**src/rtl/muldiv_seq.sv**
```systemverilog
// Iterative RV32M multiply/divide unit: one shared shift-add / restoring-divide datapath,
// 32 iterations plus a sign fix-up cycle; divide-by-zero and signed overflow bypass the loop.
module muldiv_seq #(
    parameter int XLEN = 32
) (
    input  logic            clk,
    input  logic            rst_n,
    input  logic            start,
    input  logic [2:0]      funct3,
    input  logic [XLEN-1:0] a,
    input  logic [XLEN-1:0] b,
    input  logic            flush,
    output logic            busy,
    output logic            done,
    output logic [XLEN-1:0] result
);
    localparam int CW = $clog2(XLEN) + 1;
    localparam logic [XLEN-1:0] SMIN = {1'b1, {(XLEN-1){1'b0}}};

    // state | meaning
    // IDLE  | waiting for start
    // CALC  | one radix-2 iteration per clock, counter tracks iterations
    // FIX   | sign correction and result select
    // DONE  | result valid, done pulse
    typedef enum logic [1:0] {S_IDLE, S_CALC, S_FIX, S_DONE} state_t;

    state_t             state_q;
    logic [2:0]         op_q;
    logic [CW-1:0]      cnt_q;
    logic [2*XLEN-1:0]  acc_q;
    logic [XLEN-1:0]    opnd_q;
    logic               neg_q;
    logic               neg_rem_q;
    logic               busy_q;
    logic               done_q;
    logic [XLEN-1:0]    result_q;

    logic               a_sgn, b_sgn, a_neg, b_neg;
    logic [XLEN-1:0]    a_mag, b_mag;
    logic               special;
    logic [XLEN-1:0]    spec_res_d;

    always_comb begin
        a_sgn = 1'b0;
        b_sgn = 1'b0;
        case (funct3)
            3'b000, 3'b001, 3'b100, 3'b110: begin
                a_sgn = 1'b1;
                b_sgn = 1'b1;
            end
            3'b010:  a_sgn = 1'b1;
            default: ;
        endcase
        a_neg = a_sgn & a[XLEN-1];
        b_neg = b_sgn & b[XLEN-1];
        // negating the most negative value yields the same bit pattern, read as unsigned
        a_mag = a_neg ? -a : a;
        b_mag = b_neg ? -b : b;
    end

    always_comb begin
        special    = 1'b0;
        spec_res_d = '0;
        if (funct3[2] && (b == '0)) begin
            special    = 1'b1;
            spec_res_d = funct3[1] ? a : '1;
        end else if (funct3[2] && !funct3[0] && (a == SMIN) && (b == '1)) begin
            special    = 1'b1;
            spec_res_d = funct3[1] ? '0 : SMIN;
        end
    end

    logic [XLEN:0]      mul_sum;
    logic [XLEN:0]      rem_sh;
    logic               rem_ge;
    logic [XLEN-1:0]    rem_sub;
    logic [2*XLEN-1:0]  acc_d;

    always_comb begin
        mul_sum = {1'b0, acc_q[2*XLEN-1:XLEN]} + (acc_q[0] ? {1'b0, opnd_q} : '0);
        rem_sh  = {acc_q[2*XLEN-1:XLEN], acc_q[XLEN-1]};
        rem_ge  = rem_sh >= {1'b0, opnd_q};
        rem_sub = rem_sh[XLEN-1:0] - opnd_q;
        if (op_q[2]) begin
            acc_d = {(rem_ge ? rem_sub : rem_sh[XLEN-1:0]), acc_q[XLEN-2:0], rem_ge};
        end else begin
            acc_d = {mul_sum, acc_q[XLEN-1:1]};
        end
    end

    logic [2*XLEN-1:0]  prod_fix;
    logic [XLEN-1:0]    rem_fix;
    logic [XLEN-1:0]    result_d;

    // the low half of the negated accumulator doubles as the negated quotient
    always_comb begin
        prod_fix = neg_q ? -acc_q : acc_q;
        rem_fix  = neg_rem_q ? -acc_q[2*XLEN-1:XLEN] : acc_q[2*XLEN-1:XLEN];
        case (op_q)
            3'b000, 3'b100, 3'b101:  result_d = prod_fix[XLEN-1:0];
            3'b001, 3'b010, 3'b011:  result_d = prod_fix[2*XLEN-1:XLEN];
            default:                 result_d = rem_fix;
        endcase
    end

    always_ff @(posedge clk or negedge rst_n) begin
        if (!rst_n) begin
            state_q   <= S_IDLE;
            op_q      <= '0;
            cnt_q     <= '0;
            acc_q     <= '0;
            opnd_q    <= '0;
            neg_q     <= 1'b0;
            neg_rem_q <= 1'b0;
            busy_q    <= 1'b0;
            done_q    <= 1'b0;
            result_q  <= '0;
        end else if (flush) begin
            state_q <= S_IDLE;
            busy_q  <= 1'b0;
            done_q  <= 1'b0;
        end else begin
            case (state_q)
                S_IDLE: begin
                    done_q <= 1'b0;
                    if (start) begin
                        op_q      <= funct3;
                        cnt_q     <= '0;
                        neg_q     <= a_neg ^ b_neg;
                        neg_rem_q <= a_neg;
                        if (funct3[2]) begin
                            acc_q  <= {{XLEN{1'b0}}, a_mag};
                            opnd_q <= b_mag;
                        end else begin
                            acc_q  <= {{XLEN{1'b0}}, b_mag};
                            opnd_q <= a_mag;
                        end
                        if (special) begin
                            result_q <= spec_res_d;
                            done_q   <= 1'b1;
                            state_q  <= S_DONE;
                        end else begin
                            busy_q  <= 1'b1;
                            state_q <= S_CALC;
                        end
                    end
                end
                S_CALC: begin
                    acc_q <= acc_d;
                    cnt_q <= cnt_q + 1'b1;
                    if (cnt_q == CW'(XLEN - 1)) begin
                        state_q <= S_FIX;
                    end
                end
                S_FIX: begin
                    result_q <= result_d;
                    busy_q   <= 1'b0;
                    done_q   <= 1'b1;
                    state_q  <= S_DONE;
                end
                default: begin
                    done_q  <= 1'b0;
                    state_q <= S_IDLE;
                end
            endcase
        end
    end

    assign busy   = busy_q;
    assign done   = done_q;
    assign result = result_q;
endmodule
```
**config.mk**
```make
export PLATFORM = sky130hd
export DESIGN_NAME = muldiv_seq
export DESIGN_NICKNAME = d
export VERILOG_FILES = /design/src/rtl/muldiv_seq.sv
export SDC_FILE = /design/constraint.sdc
export NUM_CORES = 1
export LEC_CHECK = 0
export CAP_MARGIN = 10
export CORE_ASPECT_RATIO = 1.2
export CORE_MARGIN = 2
export CORE_UTILIZATION = 40
export DETAILED_ROUTE_END_ITERATION = 10
export GPL_TIMING_DRIVEN = 0
export PLACE_DENSITY = 0.64
export SLEW_MARGIN = 10
export SYNTH_ARGS = -nofsm -noshare
export SYNTH_HDL_FRONTEND = slang
export SYNTH_SLANG_ARGS = --single-unit
```
**constraint.sdc**
```tcl
create_clock -name clk -period 3.8 [get_ports clk]
set_clock_uncertainty 0.05 [all_clocks]
set_input_delay 0.76 -clock clk [delete_from_list [all_inputs] [get_ports clk]]
set_output_delay 0.76 -clock clk [all_outputs]
set_load 0.005 [all_outputs]
```
==> run metrics <==
Clock Latency Late Sink 460 ps; Arr. time, crit path 4030 ps; Post-synth EDFFs 0; Crit path max-delay family simple AND/OR/NAND/NOR gates; share of post-route cells with drive strength above 1 8.258%; CP Buf/Inv Count 1; nature of the critical path endpoint flop; Starting Density 40.64%; Core Box Area 0.03787 mm2; Combinational Power Share 72.2%; post-route cell area 0.01785 mm2; vias in the first global route 16330; # IOs 105; RD Place Congestion 1.003; DR iter-0 viols 1914; routed len/inst 26.25 um; top-count cell post-synth nand2_1; Final Cycle Share 98.95%; sequential fraction of the synthesis area 23.25%; die height 218.9 um; H-Tree Depth 4; global-route wire length before repair 103600 um; total clock sinks 143; top-area cell type share of the netlist area 23.25%; ant diodes 0; synthesized net count 2211; synth-to-layout area growth 16.02%; outcome completed; CP most frequent cell or4_4; fmax 265.9 MHz; Residual DRC 0; final setup vio count 0; die width 183.1 um; post-synthesis average cell area 7.456 um2; Rows 78; worst path required time 4070 ps; Yosys reg bits 143; Max Slew Vio Count 0; Max-cap violations 0; I/O Buffers 103; switching power 0.009836 W; min Tclk post-route 3760 ps; CP max stage delay 610 ps; Reg power frac 17.6%; CTS Buf Count 17; P_int 0.007384 W; GRT Total Usage 34.72%; CTS max path bufs 2; final critical-path setup slack 39.75 ps; commonest register cell after synthesis dfrtp_1; Min-Delay Path Class input pin to asynchronous set/reset pin; dominant cells by area after synthesis dfrtp_1, ha_1, nand2_1; cell count after synthesis 2064; part of the power in the clock network 10.2%; dpl cell area 0.01705 mm2; cts hold-fix bufs 0; via count 17270; DR pass1 iterations 8; routed wire length 70450 um; actual slew at the worst max-slew pin 1081 ps; FFs w/ async S/R, synth 100.0%; Final HPWL DP 55740 um; CTS Root Cell clkbuf_16; Vias/cell 6.433; leading area contributor after synthesis dfrtp_1; normalized max-slew margin 27.94%; Hold WS 226.2 ps; WS Path Type input pin to flop; NumNets Final 2338; Hold Violations, Final 0; Crit Path Max Fanout 5; worst path cell trace clkdlybuf4s50_1 -> or4_4 -> or4_4 -> nor3_4 -> nand2b_1 -> o41ai_1 -> xor2_1 -> nor2_1 -> a21oi_1 -> o21ai_0; Critical Path Source Type input pin; Final ANT Viol Nets 0; Pwr per Cell Area 964.6 mW/mm2; total gr overflow 0; Max IR drop VDD 0.4020 mV; switch share 57.12%; largest net degree at the start of global routing 75; Lkg Pwr 7.209 nW; Synthesis Warnings 0; Netlist Area Pre-Place 0.01539 mm2; number of distinct library cells after synthesis 87; die area 0.04006 mm2; CTS tree yes; initial antenna violation count 1; Max stage delay cell, worst path or4_4; pre-CTS WS -886.1 ps; Clock transition at path regs 70 ps; Post-synth top cells nand2_1, nor2_1, a21oi_1, o21ai_0, dfrtp_1
==> through the flow <==
step                instances  total power, W  utilization, %  TNS (ps)
floorplan                2064         0.01059               -         0
global route             2684         0.01818           47.15    -10.09
detailed placement       2648         0.01474           45.03    -20060
global placement         2647         0.01470           44.95   -640510
CTS                      2681         0.01659           46.75         0
finish                   2684         0.01722           47.15         0
==> flip-flops by register name, summed over array words and instances, names as in the netlist <==
signal,cells
cnt_q,6
busy,1
result,32
neg_q,1
done,1
neg_rem_q,1
opnd_q,32
acc_q,64
state_q,2
op_q,3
==> area by class of cell <==
type,count,area [um2]
plain buffers,144,596.8
fillers,3847,20010
clock inverters,15,167.7
inverters,70,262.8
multi-input cells,1705,11110
flip-flops and latches,143,3585
clock buffers,17,425.4
well taps,480,600.6
repair buffers,110,1109
==> worst paths after layout <==
kind | from | to | slack (ps) | cells after the start
worst max-delay path | a[7] | opnd_q[27] | 40 | 10
worst min-delay path | rst_n | result[8] | 230 | 1
worst max register to register | acc_q[45] | acc_q[48] | 50 | 11
worst min register to register | result[1] | result[1] | 430 | 1
max in group asynchronous | rst_n | acc_q[37] | 2650 | 2
min in group clk | result[1] | result[1] | 430 | 1
==> power groups by stage <==
stage,clock [W],sequential (W),combinational [W]
after detailed placement,0,0.00298,0.0118
final,0.00176,0.00302,0.0124
after global routing,0.00182,0.00307,0.0133
after floorplan,0,0.00263,0.00796
after global placement,0,0.00296,0.0117
after CTS,0.00176,0.00296,0.0119
==> layer usage <==
metal,part of all wire [%],track usage [%]
met5,0.016,0
met1,40,43.22
met4,6.6,21.39
met2,45,56.16
met3,8.3,5.825
==> timing repair <==
item / 4_1_cts / 5_1_grt
setup endpoints to repair: 47 / 38
cloned: 0 / 0
gates resized for setup: 16 / 40
pin swaps: 1 / 10
buffers inserted: 2 / 4
==> layout by cell type (no fill, tap or decap), types with 29 or more instances in the layout <==
master | netlist | final
clkdlybuf4s50_1 | 0 | 102
mux2_2 | 30 | 30
nand2b_1 | 32 | 32
xnor2_1 | 96 | 96
nor2_1 | 205 | 205
a21oi_1 | 177 | 176
xor2_1 | 88 | 88
ha_1 | 74 | 73
inv_1 | 69 | 68
o31ai_1 | 29 | 29
a211oi_1 | 43 | 38
nand2_1 | 240 | 238
nand3_1 | 43 | 41
dfrtp_1 | 143 | 138
clkbuf_1 | 118 | 107
o21ai_0 | 170 | 166
o211ai_1 | 37 | 37
==> worst reg2reg max path, stage by stage, from the launching register on <==
cell and delay (ps):
dfrtp_1 580, ha_1 580, and3_1 250, or4bb_1 500, or3_1 320, o211ai_1 140
a211oi_4 110, buf_2 300, nand3b_1 180, o311ai_0 200, a31o_2 310, o21ai_0 150
==> kinds of logic (layout without fill, tap and decap cells) <==
logic type	count (synthesis)	in the layout	share of synthesized area [%]
XOR/XNOR	184	184	10.47
flip-flops	143	143	23.25
buffers and inverters	216	356	5.529
adder cells (fa/ha/maj)	76	76	6.277
AO/OA/AOI/OAI	687	687	28.76
AND/OR/NAND/NOR	705	705	22.02
multiplexers	53	53	3.691
Note: power is estimated with default switching activity, not from simulation.
